## config.mk

```make
export PLATFORM = sky130hd
export DESIGN_NAME = pong_button_conditioner_flat
export DESIGN_NICKNAME = d
export VERILOG_FILES = /design/src/rtl/pong_pkg.sv /design/src/rtl/pong_button_conditioner_if.sv /design/src/rtl/pong_btn_channel.sv /design/src/rtl/pong_button_conditioner.sv /design/src/flat_wrapper.sv
export SDC_FILE = /design/constraint.sdc
export NUM_CORES = 1
export LEC_CHECK = 0
export ABC_AREA = 1
export ABC_CLOCK_PERIOD_IN_PS = 1300
export CAP_MARGIN = 30
export CORE_MARGIN = 8
export CORE_UTILIZATION = 40
export CTS_CLUSTER_SIZE = 30
export DETAILED_ROUTE_END_ITERATION = 10
export GPL_ROUTABILITY_DRIVEN = 0
export PLACE_DENSITY = 0.6
export SLEW_MARGIN = 15
export SYNTH_ARGS = -nofsm -noshare
export SYNTH_HDL_FRONTEND = slang
export SYNTH_SLANG_ARGS = --single-unit
```

## constraint.sdc

```tcl
create_clock -name clk -period 1.3 [get_ports clk]
set_input_delay 0.26 -clock clk [delete_from_list [all_inputs] [get_ports clk]]
set_output_delay 0.26 -clock clk [all_outputs]
set_load 0.005 [all_outputs]
```

## src/rtl/pong_pkg.sv

```systemverilog
// Purpose: shared constants and types for the pong design (button indices, clock, video timing).
// Latency: n/a (declarations only).
// Backpressure: n/a.
package pong_pkg;

   // Button bit positions, shared by the conditioner and the video generator
   localparam int BTN_L_UP = 0;
   localparam int BTN_L_DN = 1;
   localparam int BTN_R_UP = 2;
   localparam int BTN_R_DN = 3;
   localparam int NUM_BTN  = 4;

   localparam int CLK_HZ   = 25_175_000;

   // 640x480@60 video timing
   localparam int H_VISIBLE = 640;
   localparam int H_FRONT   = 16;
   localparam int H_SYNC    = 96;
   localparam int H_BACK    = 48;
   localparam int H_TOTAL   = H_VISIBLE + H_FRONT + H_SYNC + H_BACK;
   localparam int V_VISIBLE = 480;
   localparam int V_FRONT   = 10;
   localparam int V_SYNC    = 2;
   localparam int V_BACK    = 33;
   localparam int V_TOTAL   = V_VISIBLE + V_FRONT + V_SYNC + V_BACK;

   // Per-button auto-repeat state
   typedef enum logic [1:0] {
      RPT_IDLE   = 2'd0,
      RPT_DELAY  = 2'd1,
      RPT_REPEAT = 2'd2
   } rpt_state_t;

   function automatic int max2(input int a, input int b);
      return (a > b) ? a : b;
   endfunction

   // Counter width for a modulo-n counter, never below 1 bit
   function automatic int cnt_w(input int n);
      return (n <= 1) ? 1 : $clog2(n);
   endfunction

endpackage

```

## src/rtl/pong_button_conditioner_if.sv

```systemverilog
// Purpose: button-conditioner bus: raw buttons and frame tick in, debounced levels and step pulses out.
// Latency: n/a (wiring only).
// Backpressure: none; step pulses are fire-and-forget.
//   btn_raw    : async raw buttons, active-high
//   frame_tick : 1-cycle pulse per video frame
//   held       : debounced button levels
//   step       : 1-cycle step pulses, same bit order as btn_raw
interface pong_button_conditioner_if;
   import pong_pkg::*;

   logic [NUM_BTN-1:0] btn_raw;
   logic               frame_tick;
   logic [NUM_BTN-1:0] held;
   logic [NUM_BTN-1:0] step;

   modport master (output btn_raw, output frame_tick, input held, input step);
   modport slave  (input btn_raw, input frame_tick, output held, output step);

endinterface

```

## src/rtl/pong_btn_channel.sv

```systemverilog
// Purpose: one button: 2-flop sync, tick-based debounce, press pulse plus frame-aligned auto-repeat.
// Latency: raw -> held 2 clk + DEBOUNCE_TICKS ms ticks; held rise -> press step 1 clk.
// Backpressure: none; o_step is a registered 1-cycle pulse.
//   clk, rst     : clock, synchronous active-high reset
//   i_btn_raw    : asynchronous raw button
//   i_ms_tick    : shared debounce tick
//   i_frame_tick : shared frame pulse
//   o_held       : debounced level
//   o_step       : step pulse (unmasked)
module pong_btn_channel
   import pong_pkg::*;
#(
   parameter int DEBOUNCE_TICKS = 10,
   parameter int REPEAT_DELAY   = 20,
   parameter int REPEAT_PERIOD  = 4
) (
   input  logic clk,
   input  logic rst,
   input  logic i_btn_raw,
   input  logic i_ms_tick,
   input  logic i_frame_tick,
   output logic o_held,
   output logic o_step
);

   localparam int DCNT_W = cnt_w(DEBOUNCE_TICKS);
   localparam int FCNT_W = $clog2(max2(REPEAT_DELAY, REPEAT_PERIOD) + 1);
   localparam logic [DCNT_W-1:0] DCNT_LAST   = DCNT_W'(DEBOUNCE_TICKS - 1);
   localparam logic [FCNT_W-1:0] DELAY_LAST  = FCNT_W'(REPEAT_DELAY - 1);
   localparam logic [FCNT_W-1:0] PERIOD_LAST = FCNT_W'(REPEAT_PERIOD - 1);

   logic              r_sync1;
   logic              r_sync2;
   logic              r_held;
   logic [DCNT_W-1:0] r_dcnt;

   rpt_state_t        r_state;
   rpt_state_t        w_state_nxt;
   logic [FCNT_W-1:0] r_fcnt;
   logic [FCNT_W-1:0] w_fcnt_nxt;
   logic              r_step;
   logic              w_step_nxt;
   logic [FCNT_W-1:0] w_fcnt_last;

   // Synchroniser and debouncer. Any tick where the synced input agrees with
   // the debounced level restarts the run, so only an unbroken run flips it.
   always_ff @(posedge clk) begin
      if (rst) begin
         r_sync1 <= 1'b0;
         r_sync2 <= 1'b0;
         r_held  <= 1'b0;
         r_dcnt  <= '0;
      end else begin
         r_sync1 <= i_btn_raw;
         r_sync2 <= r_sync1;
         if (i_ms_tick) begin
            if (r_sync2 == r_held) begin
               r_dcnt <= '0;
            end else if (r_dcnt == DCNT_LAST) begin
               r_held <= ~r_held;
               r_dcnt <= '0;
            end else begin
               r_dcnt <= r_dcnt + 1'b1;
            end
         end
      end
   end

   always_ff @(posedge clk) begin
      if (rst) begin
         r_state <= RPT_IDLE;
         r_fcnt  <= '0;
         r_step  <= 1'b0;
      end else begin
         r_state <= w_state_nxt;
         r_fcnt  <= w_fcnt_nxt;
         r_step  <= w_step_nxt;
      end
   end

   assign w_fcnt_last = (r_state == RPT_DELAY) ? DELAY_LAST : PERIOD_LAST;

   // IDLE always means held was low last cycle, so IDLE with held high is the
   // rising edge; any frame_tick in that cycle is deliberately dropped.
   always_comb begin
      w_state_nxt = r_state;
      w_fcnt_nxt  = r_fcnt;
      w_step_nxt  = 1'b0;
      case (r_state)
         RPT_IDLE: begin
            if (r_held) begin
               w_state_nxt = RPT_DELAY;
               w_fcnt_nxt  = '0;
               w_step_nxt  = 1'b1;
            end
         end
         RPT_DELAY, RPT_REPEAT: begin
            if (!r_held) begin
               w_state_nxt = RPT_IDLE;
               w_fcnt_nxt  = '0;
            end else if (i_frame_tick) begin
               if (r_fcnt == w_fcnt_last) begin
                  w_state_nxt = RPT_REPEAT;
                  w_fcnt_nxt  = '0;
                  w_step_nxt  = 1'b1;
               end else begin
                  w_fcnt_nxt = r_fcnt + 1'b1;
               end
            end
         end
         default: begin
            w_state_nxt = RPT_IDLE;
            w_fcnt_nxt  = '0;
         end
      endcase
   end

   assign o_held = r_held;
   assign o_step = r_step;

endmodule

```

## src/rtl/pong_button_conditioner.sv

```systemverilog
// Purpose: paddle button input stage: ms prescaler, four button channels, up/down conflict masking.
// Latency: raw -> held 2 clk + DEBOUNCE_TICKS ticks (+ up to TICK_DIV clk phase); held rise -> step 1 clk.
// Backpressure: none; steps are single-cycle pulses the video generator must take as they come.
//   clk, rst : clock, synchronous active-high reset
//   bus      : slave side of pong_button_conditioner_if (btn_raw, frame_tick in; held, step out)
module pong_button_conditioner
   import pong_pkg::*;
#(
   parameter int TICK_DIV       = CLK_HZ / 1000,
   parameter int DEBOUNCE_TICKS = 10,
   parameter int REPEAT_DELAY   = 20,
   parameter int REPEAT_PERIOD  = 4
) (
   input  logic                       clk,
   input  logic                       rst,
   pong_button_conditioner_if.slave   bus
);

   localparam int PRE_W = cnt_w(TICK_DIV);
   localparam logic [PRE_W-1:0] PRE_LAST = PRE_W'(TICK_DIV - 1);

   logic [PRE_W-1:0]   r_presc;
   logic               w_ms_tick;
   logic [NUM_BTN-1:0] w_held;
   logic [NUM_BTN-1:0] w_step;
   logic [NUM_BTN-1:0] w_step_masked;
   logic               w_l_conflict;
   logic               w_r_conflict;

   assign w_ms_tick = (r_presc == PRE_LAST);

   always_ff @(posedge clk) begin
      if (rst) begin
         r_presc <= '0;
      end else if (w_ms_tick) begin
         r_presc <= '0;
      end else begin
         r_presc <= r_presc + 1'b1;
      end
   end

   for (genvar g = 0; g < NUM_BTN; g++) begin : g_ch
      pong_btn_channel #(
         .DEBOUNCE_TICKS (DEBOUNCE_TICKS),
         .REPEAT_DELAY   (REPEAT_DELAY),
         .REPEAT_PERIOD  (REPEAT_PERIOD)
      ) u_ch (
         .clk          (clk),
         .rst          (rst),
         .i_btn_raw    (bus.btn_raw[g]),
         .i_ms_tick    (w_ms_tick),
         .i_frame_tick (bus.frame_tick),
         .o_held       (w_held[g]),
         .o_step       (w_step[g])
      );
   end

   // Up+down together on one paddle means "don't move". Only the output is
   // masked: the channels keep their repeat phase so releasing one button
   // resumes the other on its next due frame.
   assign w_l_conflict = w_held[BTN_L_UP] & w_held[BTN_L_DN];
   assign w_r_conflict = w_held[BTN_R_UP] & w_held[BTN_R_DN];

   always_comb begin
      w_step_masked = w_step;
      if (w_l_conflict) begin
         w_step_masked[BTN_L_UP] = 1'b0;
         w_step_masked[BTN_L_DN] = 1'b0;
      end
      if (w_r_conflict) begin
         w_step_masked[BTN_R_UP] = 1'b0;
         w_step_masked[BTN_R_DN] = 1'b0;
      end
   end

   assign bus.held = w_held;
   assign bus.step = w_step_masked;

endmodule
```

## src/flat_wrapper.sv

```systemverilog
// flat-port wrapper written by rule: the top's interface ports become plain ports
module pong_button_conditioner_flat import pong_pkg::*;
#(
   parameter int TICK_DIV       = CLK_HZ / 1000,
   parameter int DEBOUNCE_TICKS = 10,
   parameter int REPEAT_DELAY   = 20,
   parameter int REPEAT_PERIOD  = 4
)
  (clk, rst, bus_btn_raw, bus_frame_tick, bus_held, bus_step);
  pong_button_conditioner_if bus_i ();
  input  logic clk;
  input  logic rst;
  input wire logic [$bits(bus_i.btn_raw)-1:0] bus_btn_raw;
  input wire logic [$bits(bus_i.frame_tick)-1:0] bus_frame_tick;
  output wire logic [$bits(bus_i.held)-1:0] bus_held;
  output wire logic [$bits(bus_i.step)-1:0] bus_step;
  assign bus_i.btn_raw = bus_btn_raw;
  assign bus_i.frame_tick = bus_frame_tick;
  assign bus_held = bus_i.held;
  assign bus_step = bus_i.step;
  pong_button_conditioner #(.TICK_DIV(TICK_DIV), .DEBOUNCE_TICKS(DEBOUNCE_TICKS), .REPEAT_DELAY(REPEAT_DELAY), .REPEAT_PERIOD(REPEAT_PERIOD)) u_core (.clk(clk), .rst(rst), .bus(bus_i));
endmodule
```

; Word-level counts from Yosys, hierarchy flattened
; Index checks and enable logic that the tools add are counted.
[totals]
regBits = 75
input_bits = 7
out_inout_bits = 8
[op_classes]
add_sub_neg = 9
eq_ne = 33
mux = 74
n_bitwise = 10
n_reduce_logical = 21
[op_table]
columns = cell, n
row1 = $mux 5, 20
row2 = $pmux 5 s2, 4
row3 = $mux 2, 18
row4 = $mux 4, 8
row5 = $ne 3x3->1 const B, 8
row6 = $reduce_and 3->1, 8
row7 = $add 5x1->5 const B, 4
row8 = $eq 5x5->1, 4
row9 = $add 4x1->4 const B, 4
row10 = $eq 4x4->1 const B, 4
row11 = $mux 1, 16
row12 = $pmux 2 s2, 4
row13 = $add 15x1->15 const B, 1
row14 = $eq 15x15->1 const B, 1
row15 = $reduce_or 2->1, 5
row16 = $eq 2x1->1 const B, 4
row17 = $eq 2x2->1 const B, 4
row18 = $logic_not 2->1, 4
row19 = $ne 2x2->1 const B, 4
row20 = $not 1->1, 8
row21 = $pmux 1 s2, 4
row22 = $reduce_and 2->1, 4
row23 = $eq 1x1->1, 4
row24 = $and 1x1->1, 2

; Longest topological paths before layout
[depth]
word_depth = 7
depth_mapped = 11

; Hierarchy
; From an unflattened synthesis, not the netlist that was laid out.
[unflattened]
cells_unflattened = 589
hier_area_um2 = 4166.5
[modules_own_cells]
columns = mod, n_inst, cells_per_inst, area_each_um2
row1 = pong_btn_channel, 4, 114, 820.8
row2 = pong_button_conditioner, 1, 133, 883.3

; Worst setup path after synthesis
; Ideal clock, no wire load.
[synth_timing]
path_kind = register -> register
start = register u_core.g_ch[3].u_ch.r_state[0]
end = register u_core.g_ch[3].u_ch.r_fcnt[0]
arrival_ns = 1.314
t_required_ns = 1.230
setup_slack_ns = -0.084
stages_incl_launch_ff = 7
n_path_buf = 0
path_cell_list = dfxtp_1 inv_1 ha_1 nand3_1 nand2_1 or2_2 a21oi_1
[synth_between]
elab_chain_len = 7
elab_cells_between_ends = 13
cone_classes = eq/ne (5) / mux (5) / reduce/logical (3)
[synth_lines]
columns = item, line_no
row1 = "start, declared", pong_btn_channel.sv:37  ; rpt_state_t r_state;
row2 = "start signal, assigned", pong_btn_channel.sv:75  ; r_state <= w_state_nxt;
row3 = $eq 2x1->1, "pong_btn_channel.sv:81, pong_btn_channel.sv:89"
row4 = $mux 5, pong_btn_channel.sv:81  ; assign w_fcnt_last = (r_state == RPT_DELAY) ? DELAY_LAST : PERIOD_LAST;
row5 = $eq 5x5->1, pong_btn_channel.sv:102  ; if (r_fcnt == w_fcnt_last) begin
row6 = $mux 5, pong_btn_channel.sv:102
row7 = $mux 5, pong_btn_channel.sv:101  ; end else if (i_frame_tick) begin
row8 = $mux 5, pong_btn_channel.sv:98  ; if (!r_held) begin
row9 = $pmux 5 s2, pong_btn_channel.sv:89  ; case (r_state)
row10 = "end signal, assigned", pong_btn_channel.sv:76  ; r_fcnt <= w_fcnt_nxt;
row11 = "end, declared", pong_btn_channel.sv:39  ; logic [FCNT_W-1:0] r_fcnt;
; Several ways; a longest one is shown, not always the timed one. The select of a mux whose other input is x is not followed.
; A chain may end at the register's enable or synchronous reset.

; Worst setup path in the final report
[layout_timing]
start = register u_core.r_presc[0]
end = register u_core.g_ch[3].u_ch.r_dcnt[1]
[layout_between]
elab_chain_len = 1
[layout_lines]
columns = item, line_no
row1 = "start, declared", pong_button_conditioner.sv:22  ; logic [PRE_W-1:0] r_presc;
row2 = "start signal, assigned", pong_button_conditioner.sv:38  ; r_presc <= r_presc + 1'b1;
row3 = $eq 15x15->1, pong_button_conditioner.sv:30  ; assign w_ms_tick = (r_presc == PRE_LAST);
row4 = "end signal, assigned", pong_btn_channel.sv:63  ; r_dcnt <= r_dcnt + 1'b1;
row5 = "end, declared", pong_btn_channel.sv:35  ; logic [DCNT_W-1:0] r_dcnt;
; Every way passes these cells.

==> results.cfg <==
[timing]
whs_ps = 407
fin_crit_sh_pct = 106
clock.fmax_mhz = 726
relSlewSlack_pct = 76.9
slew_violations = 0
worst_slack_ps = -78.2
finalSetupViolations = 32
period_needed_ps = 1380
worstMarginPinSlew_ps = 345
hold_viol_final = 0
fin_skew_ps = 10.3
rsz0062_at_grt = true

[floorplan]
start_util_pct = 41.2
fp.coreArea_sq_um = 9770
ios = 15
fp.dieW_microns = 116
row_count = 36
die_h_microns = 116
die_area_sq_um = 13500

[route]
met1Wirelength_mm = 4.22
drcViolationCount = 0
route.met3.wl_microns = 253
dr.max_layer_used = met4
drtIter0Drc = 140
wl_per_cell_microns = 11.7
wl_mm = 9.48
ant_nets = 0
vias_per_cell = 4.69
firstDrtPassIters = 4
num_vias = 3786
met2_length_mm = 4.89

[finish]
final_common_cell = nand2_1
final_cell_area_sq_um = 5790
final_cell_mix = nand2_1 (113), buf_4 (65), inv_1 (62)
area_growth_pct = 43.6
n_fill_cell = 839
fin_util_pct = 59.2
drive_gt1_share_pct = 39.0
antenna_cells = 0
nNetsFinal = 707

[synthesis]
synth_largest_area_cell = dfxtp_1
syn_nets = 610
synth_top_cells_by_area = dfxtp_1 (37%), nand2_1 (13%), ha_1 (9.3%)
ys_types = 29
synth_top_area_share_pct = 37.3
avgSynthCellArea_sq_um = 7.03
syn_inst = 573
netlist_area_sq_um = 4030
seq_area_frac_synth_pct = 37.3
yosys_warnings = 0
ys_seq_elements = 75

[pwr]
comb_power_share_pct = 13.5
pwr-share-seq_pct = 50.7
p_leak_nw = 2.39
sw_frac_of_total_pct = 26.6
power_frac_clock_pct = 35.8
intPower_mw = 3.44
ir_drop_v = 0.000642
switchingPower_mw = 1.25
powerDensity_nw_per_um2 = 811

[worst_setup_path]
crit_path_start_kind = register
crit_arrival_ps = 1610
crit_path_max_fanout = 14
reg2reg_depth = 8
critPathKind = reg2reg
required_ps = 1530
timing.critical_path.to_type = register

[cts]
cts_max_level = 3
cts_root_buf = clkbuf_8
cts_sinks = 75
insertion_delay_ps = 350
cts_buffers = 9
cts_tree = yes
holdBufCountCts = 0
cts_buffer_depth = 2
path_clk_slew_ps = 80

[flow_run]
cap_violations = 0

[run_status]
outcome = complete, but fails checks
violations = setup timing

[place]
port-buffer-count = 14
placed_area_sq_um = 4890
dp_worst_setup_slack_ps = -399
hpwl_mm = 6.50

[grt]
grt_overflow = 0
grt_first_pass_wirelength_mm = 15.6
grt_max_degree = 18
antenna_found_initial = 0
grtUsageTotal_pct = 14.4
grt_pass1_vias = 3726

[min_path]
hold_depth = 2
hold_path_class = reg2reg
-- power groups by stage --
stage	logic [mW]	registers, mW	clock network, mW
after floorplan	0.241	2.43	0
after global placement	0.415	2.43	0
after detailed placement	0.422	2.43	0
after CTS	0.494	2.38	1.74
after global routing	0.693	2.39	1.85
final	0.633	2.38	1.68
-- cell families after synthesis --
family	after synthesis	share of synthesized area, %
adder cells (fa/ha/maj)	30	9.32
AO/OA/AOI/OAI	50	6.83
XOR/XNOR	23	5.00
AND/OR/NAND/NOR	299	31.6
buffers and inverters	96	9.97
flip-flops	75	37.3
-- what timing repair did --
item	4_1_cts	5_1_grt
gates resized for setup	99	125
pin swaps	21	45
endpoints found under the setup margin	67	71
buffers inserted	8	8
endpoints found under the hold margin	0	0
-- cell type report --
cell class / instances / area [sq um] / share of cell area (%)
multi-input combinational: 402 / 2700 / 46.7
sequential: 75 / 1540 / 26.7
timing repair buffer: 97 / 852 / 14.7
inverter: 85 / 342 / 5.90
tap: 133 / 166 / 2.88
clock buffer: 12 / 155 / 2.68
clock inverter: 4 / 25.0 / 0.432
-- per-layer routing --
layer | vias to the layer above | GRT usage, %
li1 | 1989 | -
met1 | 1755 | 15.7
met2 | 33 | 26.2
met3 | 9 | 3.67
met4 | 0 | 5.27
met5 | - | 0
-- cell usage after synthesis --
cell / count
nand2_1: 143
inv_1: 83
dfxtp_1: 75
nor2_1: 72
nand3_1: 36
ha_1: 30
a21oi_1: 23
nor3_1: 19
o21ai_0: 18
xor2_1: 15
nand4_1: 9
xnor2_1: 8
nand2_2: 6
or2_2: 6
a21boi_0: 4
buf_4: 4
nand3b_1: 4
clkbuf_1: 3
nor2_2: 3
a31o_2: 2
buf_6: 2
a211oi_1: 1
clkbuf_2: 1
clkbuf_8: 1
clkinv_1: 1
inv_2: 1
nor2_4: 1
o211ai_1: 1
o21bai_1: 1
-- critical path: stages, from the launching register on --
cell and delay (ps):
dfxtp_2 330, inv_2 60, ha_4 140, nand4_1 120, nor2_2 160, nand2_2 110
nand2_2 120, buf_12 140, o21ai_0 70
-- sequential cells by signal (all words and copies together), names as in the netlist --
| signal | cells |
|---|---|
| u_core.g_ch.u_ch.o_held | 4 |
| u_core.g_ch.u_ch.r_sync1 | 4 |
| u_core.g_ch.u_ch.o_step | 4 |
| u_core.r_presc | 15 |
| u_core.g_ch.u_ch.r_dcnt | 16 |
| u_core.g_ch.u_ch.r_sync2 | 4 |
| u_core.g_ch.u_ch.r_state | 8 |
| u_core.g_ch.u_ch.r_fcnt | 20 |
-- metrics by stage --
step / setup TNS (ps) / total power [mW] / std cells
6_report: -1170 / 4.69 / 808
5_1_grt: -6320 / 4.93 / 808
4_1_cts: -924 / 4.61 / 801
3_5_place_dp: -15720 / 2.86 / 777
3_3_place_gp: -14170 / 2.85 / 777
2_1_floorplan: -1.38 / 2.67 / 573
-- final timing paths --
kind | start | end | slack (ps)
max | u_core.r_presc[0] | u_core.g_ch[3].u_ch.r_dcnt[1] | -80
min | u_core.g_ch[2].u_ch.r_sync1 | u_core.g_ch[2].u_ch.r_sync2 | 410
max reg2reg | u_core.r_presc[0] | u_core.g_ch[3].u_ch.r_dcnt[1] | -80
min reg2reg | u_core.g_ch[2].u_ch.r_sync1 | u_core.g_ch[2].u_ch.r_sync2 | 410
No activity file was read; power rests on OpenSTA's default activity.
==> RTL change, RTL diff (config.mk and constraints unchanged) <==
Compare `r_dcnt` against `DCNT_LAST` with >= in place of ==.
--- a/src/rtl/pong_btn_channel.sv
+++ b/src/rtl/pong_btn_channel.sv
@@ -57,5 +57,5 @@
             if (r_sync2 == r_held) begin
                r_dcnt <= '0;
-            end else if (r_dcnt == DCNT_LAST) begin
+            end else if (r_dcnt >= DCNT_LAST) begin
                r_held <= ~r_held;
                r_dcnt <= '0;
Behaviour: same outputs for any inputs over 10 cycles, from zero or initial values and one cycle with rst high; that may be too few to reach the edited logic, so the function may still have changed.
==> RTL change against the original RTL <==
The flow still finishes with violations (negative setup slack). Wire length grew 15%. Worst setup slack got worse by 0.044 ns. Cell area grew 5.4%. Area after synthesis grew 5.1%. Die area is 4.4% higher. Count of clock-buffer cells in the layout unchanged. Sequential cell count unchanged. Critical path depth is 2 higher. Largest cell class unchanged.
Power is not compared: it rests on default switching activity, and its combinational part moved more than twofold at a synthesized area within 25%.
==> RTL change: results (changes against the original RTL) <==
| Metric | Value |
|---|---|
| Final setup violation count | `37 (+16%)` |
| Register area share after synthesis | `35.46% (-1.8 points)` |
| First-pass GRT wire length | `17,250 µm (+11%)` |
| Share of layout cells above drive strength 1 | `40.28% (+1.3 points)` |
| Hold WC Path Type | `flip-flop to flip-flop` |
| Outcome | `finished, violations left` |
| Violated checks | `negative setup slack` |
| Synth top cells by count | `nand2_1, nor2_1, inv_1, dfxtp_1, nand3_1` |
| Setup TNS | `-2.237 ns (-1.070 ns)` |
| First-pass DRT Iterations | `4 (unchanged)` |
| P_comb | `217 µW` |
| Initial antenna violation count | `0 (unchanged)` |
| Layout Skew | `0.005990 ns (-0.004342 ns)` |
| Setup slack after layout | `-0.1222 ns (-0.04392 ns)` |
| Nets | `762 (+7.8%)` |
| Uppermost routed layer | `met4` |
| Placed Cells | `824 (+6.0%)` |
| Worst slew pin tran | `0.3818 ns (+0.03722 ns)` |
| Switching pwr | `987.5 µW` |
| Clk pin slew, worst setup/hold paths | `0.08 ns (about the same)` |
| Syn_nets | `652 (+6.9%)` |
| 1st-iter DRT viols | `212 (+51%)` |
| Pin count of the biggest net entering global routing | `23 (+5)` |
| Worst skew pair latency | `0.35 ns (about the same)` |
| CTS root buf | `clkbuf_8` |
| Finished Core Util | `59.08% (-0.12 points)` |
| Place WS | `-0.3265 ns (+0.07283 ns)` |
| Asr flop ratio synth | `0% (unchanged)` |
| Distinct cells, synth | `32 (+10%)` |
| Routed wl met3 | `382 µm (+51%)` |
| Met2 Wirelength | `5310 µm (+8.6%)` |
| Post-Layout Cell Count | `861 (+6.6%)` |
| Biggest regs | `u_core.g_ch.u_ch.r_fcnt: 20 flops, u_core.g_ch.u_ch.r_dcnt: 16 flops, u_core.r_presc: 15 flops` |
| Ys Warns | `0 (unchanged)` |
| Hpwl dp | `7238 µm (+11%)` |
| Num CTS Buffers | `9 (unchanged)` |
| Total power | `4262 µW` |
| Number of global-route vias before repair | `3,857 (+3.5%)` |
| Maximum fanout along the worst path | `5 (-9)` |
| Largest cells by area after synthesis | `dfxtp_1, nand2_1, ha_1, nor2_1, inv_1` |
| Vias | `4,039 (+6.7%)` |
| Gr usage total | `14.52% (+0.13 points)` |
| DRT met1 WL | `5029 µm (+19%)` |
| Placement Cell Area | `5041 µm² (+3.1%)` |
| Leak | `0.002600 µW` |
| Post-Syn Area per Cell | `6.930 µm² (-1.4%)` |
| Worst vdd ir | `456.6 µV` |
| Crit path DAT | `1.70 ns (+0.09 ns)` |
| CP max stage delay | `0.32 ns` |
| Total Wirelength | `10,870 µm (+15%)` |
| PortBufs | `14 (unchanged)` |
| H-tree depth | `3 (unchanged)` |
[RTL change: layout make-up]
cell class	instances	area (µm²)
Multi-Input combinational cell	444	2972
Clock inverter	3	40.04
Sequential cell	75	1540
Inverter	82	331.6
Tap cell	136	170.2
Fill cell	899	4224
Clock buffer	12	135.1
Timing Repair Buffer	109	910.9
[RTL change: critical path: cells and delay by family, from the launching register on]
| kind | cells | cell delay, ns |
|---|---|---|
| adders and majority gates | 1 | 0.15 |
| and+or+nand+nor | 4 | 0.35 |
| buffers and inverters | 4 | 0.39 |
| AOI/OAI and AO/OA | 1 | 0.14 |
| DFF | 1 | 0.32 |
[RTL change: worst paths after layout]
check,from,end,slack (ns),depth (start not counted)
worst min-delay path,u_core.g_ch[2].u_ch.r_sync1$_SDFF_PP0_,u_core.g_ch[2].u_ch.r_sync2$_SDFF_PP0_,0.40,2
worst max register to register,u_core.r_presc[0]$_SDFF_PP0_,u_core.g_ch[3].u_ch.r_dcnt[1]$_SDFFE_PP0P_,-0.12,10
worst min register to register,u_core.g_ch[2].u_ch.r_sync1$_SDFF_PP0_,u_core.g_ch[2].u_ch.r_sync2$_SDFF_PP0_,0.40,2
worst max-delay path,u_core.r_presc[0]$_SDFF_PP0_,u_core.g_ch[3].u_ch.r_dcnt[1]$_SDFFE_PP0P_,-0.12,10
[RTL change: timing repair]
action,in CTS,in global routing
pin swaps,21,53
setup endpoints to repair,71,68
cloned,2,0
resized for setup,101,137
buffers inserted,10,12
[RTL change: metal layers]
layer | vias to the layer above | global-route usage, %
met2 | 50 | 23.98
met5 | - | 0
li1 | 2145 | -
met3 | 13 | 2.976
met1 | 1831 | 18.68
met4 | 0 | 4.348
[RTL change: cell families after synthesis]
group	synth area share, %
simple gates	34.87
buf+inv	9.367
flops	35.46
compound gates	6.324
fa+ha+maj	10.05
xor+xnor	3.930
